File: config.mk
export PLATFORM = sky130hd
export DESIGN_NAME = tri_bus_arbiter
export DESIGN_NICKNAME = d
export VERILOG_FILES = /design/src/rtl/tri_bus_pkg.sv /design/src/rtl/tri_bus_arbiter_rr_pick.sv /design/src/rtl/tri_bus_arbiter.sv
export SDC_FILE = /design/constraint.sdc
export NUM_CORES = 1
export LEC_CHECK = 0
export ABC_AREA = 1
export BUFFER_PORTS_ARGS = -buffer_cell sky130_fd_sc_hd__buf_4
export CORE_ASPECT_RATIO = 0.7
export CORE_MARGIN = 4
export CORE_UTILIZATION = 46
export CTS_BUF_LIST = sky130_fd_sc_hd__clkbuf_4 sky130_fd_sc_hd__clkbuf_8 sky130_fd_sc_hd__clkbuf_16
export CTS_CLUSTER_SIZE = 24
export DETAILED_ROUTE_END_ITERATION = 10
export GPL_ROUTABILITY_DRIVEN = 0
export HOLD_SLACK_MARGIN = 0.15
export PLACE_DENSITY = 0.67
export SYNTH_ARGS = -nofsm -noshare
export SYNTH_HDL_FRONTEND = slang
export SYNTH_HIERARCHICAL = 1
export SYNTH_SLANG_ARGS = --single-unit
export TNS_END_PERCENT = 1
File: constraint.sdc
create_clock -name clk -period 2.2 [get_ports clk]
set_input_delay 0.22 -clock clk [delete_from_list [all_inputs] [get_ports clk]]
set_output_delay 0.22 -clock clk [all_outputs]
set_load 0.02 [all_outputs]
File: src/rtl/tri_bus_pkg.sv
// tri_bus_pkg: shared types and constants for the three-state data bus controller.
package tri_bus_pkg;
   typedef enum logic [1:0] {IDLE, XFER, TURN} state_t;
   localparam int BUS_W = 32;
   localparam logic DIR_WR = 1'b1;
   localparam logic DIR_RD = 1'b0;
endpackage

File: src/rtl/tri_bus_arbiter_rr_pick.sv
// rr_pick: combinational round-robin picker, first set req scanning upward from ptr with wrap.
module rr_pick #(
   parameter int N = 4
) (
   input  logic [N-1:0]         req,
   input  logic [$clog2(N)-1:0] ptr,
   output logic [N-1:0]         pick,
   output logic [$clog2(N)-1:0] idx,
   output logic                 valid
);
   localparam int IW = $clog2(N);
   int k;
   always_comb begin
      k = 0;
      idx = '0;
      valid = 1'b0;
      // scan farthest offset first so the nearest requester overwrites it
      for (int o = N - 1; o >= 0; o--) begin
         k = (int'(ptr) + o) % N;
         if (req[k[IW-1:0]]) begin
            idx = k[IW-1:0];
            valid = 1'b1;
         end
      end
      pick = valid ? N'(1) << idx : '0;
   end
endmodule

File: src/rtl/tri_bus_arbiter.sv
// tri_bus_arbiter: round-robin owner sequencing and registered enables for the shared bus,
// with a forced idle turnaround between every grant so the bus is never contended.
module tri_bus_arbiter
   import tri_bus_pkg::*;
#(
   parameter int N          = 4,
   parameter int MAX_BURST  = 8,
   parameter int TURNAROUND = 1
) (
   input  logic                 clk,
   input  logic                 rst,
   input  logic [N-1:0]         req,
   input  logic [N-1:0]         wr,
   input  logic [N-1:0]         last,
   output logic [N-1:0]         gnt,
   output logic [N-1:0]         snd_en,
   output logic [N-1:0]         rcv_en,
   output logic                 mem_snd_en,
   output logic                 mem_rcv_en,
   output logic                 busy,
   output logic [$clog2(N)-1:0] owner
);
   localparam int IW = $clog2(N);
   localparam int CW = $clog2(MAX_BURST + 1);
   localparam int TW = $clog2(TURNAROUND + 1);
   state_t          state;
   logic [IW-1:0]   ptr;
   logic [CW-1:0]   beats;
   logic [TW-1:0]   tcnt;
   logic [N-1:0]    pick;
   logic [IW-1:0]   pidx;
   logic            pvalid;
   logic            pwr;
   logic            done;
   rr_pick #(.N(N)) u_pick (
      .req   (req),
      .ptr   (ptr),
      .pick  (pick),
      .idx   (pidx),
      .valid (pvalid)
   );
   assign pwr  = wr[pidx] == DIR_WR;
   // beats holds completed beats before this one, so MAX_BURST-1 marks the final allowed beat
   assign done = last[owner] | ~req[owner] | (beats == CW'(MAX_BURST - 1));
   always_ff @(posedge clk or posedge rst) begin
      if (rst) begin
         state      <= IDLE;
         ptr        <= '0;
         beats      <= '0;
         tcnt       <= '0;
         gnt        <= '0;
         snd_en     <= '0;
         rcv_en     <= '0;
         mem_snd_en <= 1'b0;
         mem_rcv_en <= 1'b0;
         busy       <= 1'b0;
         owner      <= '0;
      end else begin
         case (state)
            IDLE: if (pvalid) begin
               state      <= XFER;
               gnt        <= pick;
               owner      <= pidx;
               ptr        <= (pidx == IW'(N - 1)) ? '0 : pidx + 1'b1;
               snd_en     <= pwr ? pick : '0;
               rcv_en     <= pwr ? '0 : pick;
               mem_snd_en <= ~pwr;
               mem_rcv_en <= pwr;
               busy       <= 1'b1;
               beats      <= '0;
            end
            XFER: begin
               beats <= (beats == CW'(MAX_BURST)) ? beats : beats + 1'b1;
               if (done) begin
                  state      <= TURN;
                  tcnt       <= '0;
                  gnt        <= '0;
                  snd_en     <= '0;
                  rcv_en     <= '0;
                  mem_snd_en <= 1'b0;
                  mem_rcv_en <= 1'b0;
               end
            end
            TURN: begin
               beats <= '0;
               tcnt  <= tcnt + 1'b1;
               if (tcnt == TW'(TURNAROUND - 1)) begin
                  state <= IDLE;
                  busy  <= 1'b0;
               end
            end
            default: state <= IDLE;
         endcase
      end
   end
endmodule

======== Yosys cells after proc, flatten, opt, wreduce, memory -nomap -nowiden ========
Index checks and enable logic that the tools add are counted.
word-level totals
  bits in latches ......................... 0
  RAM bits ................................ 0
  bits in read-only memories .............. 0
  memories kept ........................... 0
  logic and storage cells ................. 96
  flip-flop bits (word level) ............. 26
cells by class
  $lt $le $gt $ge ......................... 6
  mux-type cells .......................... 48
  reductions and logical operators ........ 11
  bitwise gates (word level) .............. 4
  add/subtract/negate cells ............... 6
  shifts and indexed selects .............. 1
  divide/modulo/power cells ............... 0
  equality and inequality tests ........... 9
  multipliers ............................. 0
operator list
  cell                 count
  $mux 4               8
  $pmux 4 s2           3
  $lt 2x3->1 const B   6
  $mux 1               16
  $mux 2               8
  $bmux 1 s2           7
  $pmux 4 s3           1
  $reduce_and 3->1     4
  $ne 2x2->1 const B   4
  $pmux 1 s2           4
  $pmux 2 s3           1
  $reduce_bool 2->1    3
  $add 2x1->2 const B  2
  $add 2x2->2 const B  2
  $add 4x1->4 const B  1
  $eq 2x2->1 const B   2
  $eq 4x3->1 const B   1
  $eq 4x4->1 const B   1
  $reduce_and 2->1     2
  $shl 1x2->4 const A  1
  $reduce_bool 3->1    1
  $eq 2x1->1 const B   1
  $logic_not 2->1      1
  $not 1->1            2
  2 further kinds      3

======== Logic depth before layout (Yosys ltp) ========
Gate-level depths: netlist of run 1.
  word-level depth ........................ 12
  depth in mapped cells ................... 17
  gate-level depth less buffers ........... 17

======== Hierarchy ========
The synthesis of run 1 kept the hierarchy.
modules (own cells, without submodules)
  module           cells each  seq. area each (µm²)  area each (µm²)  instances
  tri_bus_arbiter  150         650.6                 1320.0           1
  rr_pick          58          0.0                   257.7            1

======== Least setup slack after synthesis of run 1 ========
Ideal clock, no wire load.
  path kind ............................... reg2reg
  start ................................... register ptr[0]
  end ..................................... register snd_en[0]
  data arrival time ....................... 1697 ps
  stages on the path, launching flop included .. 18
  setup time .............................. 65 ps
  setup slack ............................. 438 ps
  cells stage by stage .................... dfrtp_1 > inv_2 > nand2_1 > nand2_1 > nand2_2 > nand2_2 > nor2_1 > nor2_1 > nand2_1 > nand2_2 > inv_2 > inv_1 > nand2_1 > nand3_1 > nand2_1 > nor2_2 > nand2_1 > nand2_1
on the way
  cells in the longest elaborated chain, start to end .. 12
RTL lines
  element                       line                           text
  from (decl)                   tri_bus_arbiter.sv:27          logic [IW-1:0] ptr;
  from (signal assigned)        tri_bus_arbiter.sv:64          ptr <= (pidx == IW'(N - 1)) ? '0 : pidx + 1'b1;
  $add 2x2->2                   tri_bus_arbiter_rr_pick.sv:19  k = (int'(ptr) + o) % N;
  $bmux 1 s2                    tri_bus_arbiter_rr_pick.sv:20  if (req[k[IW-1:0]]) begin
  $mux 1 (not written as such)  tri_bus_arbiter_rr_pick.sv:20
  $mux 2 (3 in series)          tri_bus_arbiter_rr_pick.sv:20
  $mux 2 (*)                    tri_bus_arbiter_rr_pick.sv:20
  named net pidx[0]             tri_bus_arbiter.sv:31          logic [IW-1:0] pidx;
  $bmux 1 s2                    tri_bus_arbiter.sv:42          assign pwr = wr[pidx] == DIR_WR;
  $mux 1 (not written as such)  tri_bus_arbiter.sv:42
  $mux 4 (*)                    tri_bus_arbiter.sv:65          snd_en <= pwr ? pick : '0;
  $mux 4 (*)                    tri_bus_arbiter.sv:60          IDLE: if (pvalid) begin
  $pmux 4 s2 (*)                tri_bus_arbiter.sv:59          case (state)
  to (signal assigned)          tri_bus_arbiter.sv:65
  to (decl)                     tri_bus_arbiter.sv:16          output logic [N-1:0] snd_en,
The timed path passes the listed nets; every way through them passes the cells marked *. The select of a mux whose other input is x is not followed.
A chain may end at the register's enable or synchronous reset.

======== Worst setup path in the final report of run 1 ========
Ends and elaborated chain as after synthesis.

==> flow_metrics.py, run 1 <==
metrics = {
    "critical_path": {
        "crit_path_start": "ptr[0]",
        "cp_max_fo": 7,
        "worst_ep_arrival_time_ns": 2.27,
        "rrSetupSlack_ns": 0.16,
        "cp-endpoint": "snd_en[0]",
        "r2r-start": "ptr[0]",
        "crit_required_ns": 2.42,
        "r2r.worst_path.cells": 16,
        "rr_endpoint": "snd_en[0]",
        "startpoint_type": "flop",
        "path_class": "flop to flop",
        "end_kind": "flop",
    },
    "final_layout": {
        "fin_util": 0.617,
        "drive_above_1_share": 0.306,
        "antennaDiodeCount": 0,
        "fin_area_mm2": 0.00198,
        "instances_no_fill": 292,
        "final_common_cell": "nand2_1",
        "finalNetCount": 263,
        "mostFrequentLayoutCells": "nand2_1, buf_4, dfrtp_1",
        "syn2layout_area_growth_pct": 25.5,
        "fill_cells": 294,
    },
    "placed_design": {
        "place_inst": 285,
        "dp_hpwl_um": 2810,
        "placed_area_mm2": 0.00186,
        "io_buffers": 30,
    },
    "yosys": {
        "yosysTopAreaCell": "dfrtp_1",
        "synth_warnings": 6,
        "synth_area_per_cell_um2": 7.59,
        "seq_area_frac_synth": 0.412,
        "synth.distinct_cells": 23,
        "synth.net_count": 225,
        "synth-seq-cells": 26,
        "synth_top_area_share": 0.412,
        "synthTopCellsByArea": "dfrtp_1, nand2_1, nand3_2",
        "syn_inst": 208,
        "netlist_area_mm2": 0.00158,
    },
    "timing": {
        "report.final.slew_viol_count": 0,
        "fin_crit_sh": 0.930,
        "min_period_ns": 2.04,
        "relSlewSlack": 0.760,
        "hold_viol_final": 0,
        "fmax_ghz": 0.489,
        "skew_ns": 0.00419,
        "setup_violations": 0,
        "worstMarginPinSlew_ns": 0.358,
    },
    "floorplan": {
        "die_h_um": 57,
        "ios": 31,
        "start_util": 0.491,
        "dieArea_mm2": 0.00445,
        "core-area_mm2": 0.00321,
        "die_w_um": 78,
        "rows": 17,
    },
    "power_and_ir_drop": {
        "p_leak_nw": 1.08,
        "power_density_mw_per_mm2": 1650,
        "peakVddDrop_mv": 0.831,
    },
    "drt": {
        "drc": 0,
        "vias": 1400,
        "vias_per_cell": 4.79,
        "drtIter0Drc": 94,
        "wirelength_um": 3640,
        "ant_nets": 0,
        "dr.pass1.iters": 4,
        "wl_per_cell_um": 12.5,
    },
    "clock_tree": {
        "clock_sinks": 26,
        "cts_tree": "done",
        "htree_levels": 1,
        "root_buffer": "clkbuf_8",
        "clkSlewWorstSetupHoldPaths_ns": 0.09,
        "clk_latency_ns": 0.27,
        "numCtsBuffers": 3,
        "clk_path_buf_depth": 2,
    },
    "global_route": {
        "antenna_found_initial": 0,
        "grt_overflow": 0,
        "grt_max_degree": 27,
        "grt_first_pass_wirelength_um": 6220,
        "grt_pass1_vias": 1349,
        "grt.total_usage": 0.177,
    },
    "hold_path": {
        "hold_class": "input pin to flop",
        "min_path_cells": 6,
    },
    "run": {
        "maxCapViolCount": 0,
    },
    "run_status": {
        "status": "complete, no violations",
    },
}
## power by group
group	switching (mW)	internal [mW]	leakage (nW)
sequential	0.140	0.645	0.339
clock	0.153	0.244	0.0357
combinational	1.36	0.721	0.706
total	1.65	1.61	1.08
## per-layer routing
layer / up-vias / wire, µm / part of all wire / GRT usage
met5: - / 0 / 0 / 0
met3: 5 / 202 / 0.056 / 0.0379
met4: 0 / 12 / 0.0033 / 0.0449
met1: 625 / 1950 / 0.54 / 0.282
li1: 734 / - / - / -
met2: 36 / 1470 / 0.40 / 0.241
## cells by family after synthesis
logic type	count (synthesis)	share of synthesized area
compound gates	13	0.0500
buf+inv	32	0.0936
fa+ha+maj	3	0.0238
flops	26	0.412
simple gates	134	0.420
## worst min-delay path by stage
stage,startpoint,to
after global routing,wr[2],rcv_en[2]
after detailed placement,rst,mem_snd_en
after floorplan,rst,beats[0]
final,last[2],state[0]
after global placement,rst,mem_rcv_en
after CTS,last[2],state[0]
## worst max-delay path, cell delays in order, from the launching register on
cell and delay, ns:
dfrtp_2 0.47, buf_4 0.15, nand2_1 0.05, nand2_1 0.09
nand2_2 0.10, nand2_2 0.08, o21ai_1 0.13, nand2_1 0.07
nand2_2 0.11, inv_2 0.08, inv_1 0.09, nand2_1 0.07
nand3_2 0.09, nand2_1 0.09, nor2_4 0.17, nand2_1 0.08
nand2_1 0.07
## per-stage QoR
step / setup WS (ns) / power [mW] / hold WS [ns] / setup TNS (ns)
global route: -0.00163 / 3.56 / 0.410 / -0.00163
global placement: 0.223 / 2.75 / 0.297 / 0
detailed placement: 0.133 / 2.76 / 0.298 / 0
floorplan: 0.438 / 2.26 / 0.260 / 0
CTS: 0.114 / 3.16 / 0.378 / 0
finish: 0.155 / 3.26 / 0.369 / 0
## registers in the layout, indices dropped and copies added, names as in the netlist, 2 cells and up
register	cells
beats	4
gnt	4
snd_en	4
rcv_en	4
state	2
owner	2
ptr	2
## what timing repair did
item,in CTS,in global routing
buffers inserted,0,2
endpoints found under the setup margin,0,13
resized for setup,0,7
hold endpoints to repair,26,0
hold buffers,1,0
## Yosys cell counts
library cell and count:
nand2_1 71, dfrtp_1 26, inv_1 24, nand3_1 21
nand3_2 11, nor2_1 11, nand2_2 7, o21ai_0 7
nand4_1 6, inv_2 5, nor2_2 4, ha_1 3
o21ai_1 2, a21oi_1 1, a21oi_2 1, a31oi_2 1
buf_12 1, buf_4 1, buf_6 1, nand2_4 1
nand3b_2 1, nor2_4 1, o31ai_1 1
## final cells by class
cell class              instances  area [µm²]  area share
flip-flops and latches         26         652       0.329
clock inverters                 1        30.0      0.0152
repair buffers                 36         285       0.144
multi-input cells             150         802       0.405
clock buffers                   3        41.3      0.0208
inverters                      29         111      0.0562
well taps                      47        58.8      0.0297
Power figures use the tool's default switching activity.
==> inputs of run 2 (changes only) <==
--- a/config.mk
+++ b/config.mk
@@ -6,7 +6,7 @@
 export NUM_CORES = 1
 export LEC_CHECK = 0
 export ABC_AREA = 1
-export BUFFER_PORTS_ARGS = -buffer_cell sky130_fd_sc_hd__buf_4
+export BUFFER_PORTS_ARGS = -buffer_cell sky130_fd_sc_hd__buf_2
 export CORE_ASPECT_RATIO = 0.7
 export CORE_MARGIN = 4
 export CORE_UTILIZATION = 46
@@ -15,7 +15,7 @@
 export DETAILED_ROUTE_END_ITERATION = 10
 export GPL_ROUTABILITY_DRIVEN = 0
 export HOLD_SLACK_MARGIN = 0.15
-export PLACE_DENSITY = 0.67
+export PLACE_DENSITY = 0.68
 export SYNTH_ARGS = -nofsm -noshare
 export SYNTH_HDL_FRONTEND = slang
 export SYNTH_HIERARCHICAL = 1
==> run 2 against run 1 <==
  * Worst setup slack improved by 0.064 ns
  * Highest routed layer unchanged
  * Critical path type unchanged
  * Final cell count fell by 0.34%
  * Largest cell class unchanged
  * Sequential share of layout area rose by 2.1 points
  * Largest power group unchanged
==> flow_metrics.py, run 2 (synthesis results as in run 1) <==
metrics = {
    "timing": {
        "relSlewSlack": 0.775,
        "setup-tns-final_ns": 0,
        "worstMarginPinSlew_ns": 0.336,
        "skew_ns": 0.00345,
        "fmax_ghz": 0.505,
        "hold_viol_final": 0,
        "setup_violations": 0,
        "fin_crit_sh": 0.901,
        "finalHoldWorstSlack_ns": 0.379,
        "setup_ws_ns": 0.219,
        "min_period_ns": 1.98,
        "rsz0062_at_grt": "yes",
        "report.final.slew_viol_count": 0,
    },
    "critical_path": {
        "end_kind": "flop",
        "cp_max_fo": 8,
        "crit_required_ns": 2.35,
        "worst_ep_arrival_time_ns": 2.13,
        "startpoint_type": "flop",
        "r2r-start": "ptr[0]",
        "crit_path_start": "ptr[0]",
        "path_class": "flop to flop",
    },
    "placed_design": {
        "io_buffers": 30,
        "pre_cts_ws_ns": 0.142,
        "dp_hpwl_um": 2680,
    },
    "drt": {
        "drc": 0,
        "vias_per_cell": 4.87,
        "wl_per_cell_um": 12.0,
        "wirelength_um": 3480,
        "drtIter0Drc": 115,
        "ant_nets": 0,
        "vias": 1418,
        "dr.pass1.iters": 4,
    },
    "final_layout": {
        "finalNetCount": 263,
        "seqCellArea_um2": 653,
        "syn2layout_area_growth_pct": 18.3,
        "drive_above_1_share": 0.311,
        "fin_util": 0.581,
        "antennaDiodeCount": 0,
        "final_common_cell": "nand2_1",
        "fill_cells": 287,
        "multi_input_area_um2": 805,
        "mostFrequentLayoutCells": "nand2_1, buf_2, dfrtp_1",
    },
    "clock_tree": {
        "clock_sinks": 26,
        "cts_tree": "done",
        "root_buffer": "clkbuf_8",
        "htree_levels": 1,
        "clk_path_buf_depth": 2,
        "clkSlewWorstSetupHoldPaths_ns": 0.08,
        "clk_latency_ns": 0.27,
        "numCtsBuffers": 3,
        "post_cts_buffers": 0,
    },
    "global_route": {
        "grt_overflow": 0,
        "busiest_layer": "met1",
        "antenna_found_initial": 0,
        "grt.total_usage": 0.165,
        "grt_first_pass_wirelength_um": 5840,
        "met3_usage": 0.0442,
        "grt_max_degree": 27,
        "grt_pass1_vias": 1291,
        "use_met2": 0.226,
        "grt_util_met1": 0.258,
    },
    "floorplan": {
        "dieArea_mm2": 0.00445,
        "die_h_um": 57,
        "die_w_um": 78,
        "core-area_mm2": 0.00321,
        "start_util": 0.491,
        "rows": 17,
        "ios": 31,
    },
    "run_status": {
        "status": "complete, no violations",
    },
    "power_and_ir_drop": {
        "p_leak_nw": 1.04,
        "power_density_mw_per_mm2": 1630,
        "peakVddDrop_mv": 0.999,
    },
    "hold_path": {
        "hold_class": "input pin to flop",
        "hp-start": "last[2]",
    },
    "run": {
        "maxCapViolCount": 0,
    },
}
## run 2: cell type report
type	count	share of cell area
multi-input cells	150	0.431
flip-flops and latches	26	0.350
repair buffers	36	0.106
inverters	29	0.0597
well taps	47	0.0315
clock buffers	3	0.0221
## run 2: path summary, 6_finish.rpt
kind / to / slack, ns / depth (start not counted)
worst max register to register: beats[1] / 0.22 / 13
worst min register to register: rcv_en[0] / 0.50 / 2
max in group asynchronous: ptr[0] / 1.40 / 4
worst min-delay path: state[0] / 0.38 / 6
min in group asynchronous: mem_rcv_en / 0.53 / 4
worst max-delay path: beats[1] / 0.22 / 13
## run 2: what timing repair did
item                                    CTS  global route
endpoints found under the hold margin    26             0
hold buffers                              1             0
endpoints found under the setup margin    0            15
gates resized for setup                   0             9
## run 2: report_power, final
group,leakage [nW],switching [mW],internal (mW),total (mW)
clock,0.0216,0.140,0.123,0.263
sequential,0.338,0.136,0.646,0.782
combinational,0.685,1.35,0.639,1.99
## run 2: through the flow
step / area (µm²) / power [mW] / cells
global route: 1870 / 3.35 / 291
finish: 1870 / 3.04 / 291
CTS: 1840 / 2.96 / 291
global placement: 1790 / 2.69 / 287
floorplan: 1580 / 2.26 / 208
detailed placement: 1790 / 2.69 / 287
## run 2: per-layer routing
metal | wire [µm] | part of all wire
met1 | 1800 | 0.52
met2 | 1430 | 0.41
met3 | 221 | 0.063
met4 | 29 | 0.0083
met5 | 0 | 0
## run 2: worst max-delay path: stages, from the launching register on
cell and delay, ns:
dfrtp_2 0.48, inv_4 0.11, nand2_1 0.07, nand3_1 0.09, nand2_1 0.10, inv_2 0.06
nand4_1 0.20, buf_4 0.22, inv_1 0.04, nand2_1 0.08, nand2_1 0.14, nand2_1 0.11
nand3_1 0.08, o21ai_0 0.08
==> inputs of run 3 (changes only) <==
--- a/config.mk
+++ b/config.mk
@@ -15,7 +15,8 @@
 export DETAILED_ROUTE_END_ITERATION = 10
 export GPL_ROUTABILITY_DRIVEN = 0
 export HOLD_SLACK_MARGIN = 0.15
-export PLACE_DENSITY = 0.68
+export PLACE_DENSITY = 0.71
+export SETUP_SLACK_MARGIN = 0.5
 export SYNTH_ARGS = -nofsm -noshare
 export SYNTH_HDL_FRONTEND = slang
 export SYNTH_HIERARCHICAL = 1
==> constraint.sdc (replaced) <==
create_clock -name clk -period 1.6 [get_ports clk]
set_input_delay 0.16 -clock clk [delete_from_list [all_inputs] [get_ports clk]]
set_output_delay 0.16 -clock clk [all_outputs]
set_load 0.02 [all_outputs]
==> run 3 against run 2 <==
  * The flow now finishes with violations (negative setup slack)
  * Worst setup slack worse by 0.54 ns
  * Utilization grew 9.7 points
  * Global-route usage is 2.3 points higher
  * Flip-flop and latch count did not move
  * Power is 74% higher
  * Maximum frequency grew 2.9%
  * First-iteration DRC count decreased by 4.3%
  * Critical path depth unchanged
  * Combinational power increased by 93%
  * Worst hold slack got worse by 0.047 ns
  * Clock power rose by 35%
  * Final cell count increased by 6.5%
  * Critical path type unchanged
  * Largest power group unchanged
==> flow_metrics.py, run 3 (synthesis results as in run 1) <==
metrics = {
    "run": {
        "maxCapViolCount": 0,
    },
    "timing": {
        "min_period_ns": 1.93,
        "fmax_ghz": 0.519,
        "setup_ws_ns": -0.325,
        "hold_viol_final": 0,
        "finalHoldWorstSlack_ns": 0.332,
        "report.final.slew_viol_count": 0,
        "relSlewSlack": 0.781,
        "worstMarginPinSlew_ns": 0.329,
        "rsz0062_at_grt": "yes",
        "setup_violations": 24,
        "fin_crit_sh": 1.20,
        "skew_ns": 0.00279,
    },
    "floorplan": {
        "core-area_mm2": 0.00321,
        "die_w_um": 78,
        "rows": 17,
        "ios": 31,
        "dieArea_mm2": 0.00445,
        "die_h_um": 57,
        "start_util": 0.491,
    },
    "power_and_ir_drop": {
        "peakVddDrop_mv": 1.20,
        "power_mw": 5.29,
        "p_leak_nw": 1.17,
        "power_density_mw_per_mm2": 2430,
    },
    "final_layout": {
        "drive_above_1_share": 0.452,
        "fill_cells": 252,
        "syn2layout_area_growth_pct": 38.0,
        "mostFrequentLayoutCells": "nand2_1, buf_2, dfrtp_1",
        "finalNetCount": 282,
        "antennaDiodeCount": 0,
        "fin_util": 0.678,
        "final_common_cell": "nand2_1",
    },
    "drt": {
        "vias_per_cell": 5.00,
        "wirelength_um": 4050,
        "dr.pass1.iters": 4,
        "vias": 1549,
        "drc": 0,
        "wl_per_cell_um": 13.1,
        "drtIter0Drc": 110,
        "ant_nets": 0,
    },
    "critical_path": {
        "worst_path_most_repeated_cell": "nand2_1",
        "r2r.worst_path.cells": 13,
        "crit_slowest_cell": "dfrtp_2",
        "startpoint_type": "flop",
        "worst_ep_arrival_time_ns": 2.13,
        "path_class": "flop to flop",
        "r2r-start": "ptr[0]",
        "crit_required_ns": 1.81,
        "cp_max_fo": 8,
        "rrSetupSlack_ns": -0.33,
        "crit_chain": "inv_4 -> nand2_1 -> nand2_2 -> nand2_4 -> buf_4 -> a31oi_4 -> inv_2 -> buf_4 -> nand3_2 -> nand2_1 -> nor2_4 -> nand2_1 -> nand2_1",
        "rr_endpoint": "snd_en[1]",
        "slowest_delay_ns": 0.47,
        "end_kind": "flop",
    },
    "hold_path": {
        "min_path_cells": 6,
        "hp-start": "last[2]",
        "hold_class": "input pin to flop",
        "whs_endpoint": "state[0]",
    },
    "clock_tree": {
        "cts_tree": "done",
        "htree_levels": 1,
        "root_buffer": "clkbuf_8",
        "clk_latency_ns": 0.26,
        "clkSlewWorstSetupHoldPaths_ns": 0.08,
        "numCtsBuffers": 3,
        "clock_sinks": 26,
        "clk_path_buf_depth": 2,
    },
    "global_route": {
        "grt_overflow": 0,
        "grt_first_pass_wirelength_um": 6740,
        "antenna_found_initial": 0,
        "grt_max_degree": 27,
        "grt.total_usage": 0.188,
        "grt_pass1_vias": 1439,
    },
    "placed_design": {
        "dp_hpwl_um": 2930,
        "io_buffers": 30,
    },
    "run_status": {
        "status": "finished with violations",
        "violations": "negative setup slack",
    },
}
[run 3: per-layer routing]
| layer | vias up | share of wire | global-route usage | routed length (µm) |
|---|---|---|---|---|
| li1 | 781 | - | - | - |
| met1 | 724 | 0.49 | 0.289 | 2000 |
| met2 | 44 | 0.44 | 0.284 | 1790 |
| met3 | 0 | 0.065 | 0.0410 | 264 |
| met4 | 0 | 0 | 0.0125 | 0 |
| met5 | - | 0 | 0 | 0 |
[run 3: report_power, final]
part | internal [mW] | switching (mW) | leakage, nW
sequential | 0.889 | 0.198 | 0.338
combinational | 1.51 | 2.33 | 0.809
clock | 0.168 | 0.187 | 0.0216
total | 2.57 | 2.72 | 1.17
[run 3: through the flow]
step / TNS [ns] / setup WS (ns) / area [µm²] / cells
detailed placement: -6.37 / -0.340 / 1930 / 302
CTS: -3.94 / -0.230 / 2130 / 310
global placement: -5.07 / -0.288 / 1930 / 302
floorplan: -1.71 / -0.142 / 1590 / 208
finish: -5.64 / -0.325 / 2180 / 310
global route: -8.39 / -0.445 / 2180 / 310
[run 3: what timing repair did]
item,4_1_cts,5_1_grt
gates cloned,0,0
pin swaps,9,6
endpoints found under the hold margin,26,0
hold buffers,1,0
setup endpoints to repair,26,27
buffers inserted,4,0
resized for setup,28,14
[run 3: cell type report]
cell class | count | area (µm²) | share of cell area
inverters | 29 | 111 | 0.0511
well taps | 47 | 58.8 | 0.0270
flip-flops and latches | 26 | 653 | 0.300
multi-input cells | 150 | 943 | 0.433
clock buffers | 3 | 41.3 | 0.0190
repair buffers | 55 | 369 | 0.170
[run 3: worst max-delay path by stage]
stage	to	cells after the start	startpoint
after floorplan	snd_en[0]	17	ptr[0]
after global placement	ptr[0]	13	ptr[0]
after detailed placement	ptr[1]	14	ptr[0]
after CTS	rcv_en[0]	15	ptr[0]
after global routing	rcv_en[1]	15	ptr[0]
final	snd_en[1]	13	ptr[0]
[run 3: worst max-delay path: cells and delay by family (launching register included)]
| family | cells | cell delay (ns) |
|---|---|---|
| and+or+nand+nor | 8 | 0.75 |
| AOI/OAI and AO/OA | 1 | 0.16 |
| DFF | 1 | 0.47 |
| buffers and inverters | 4 | 0.48 |
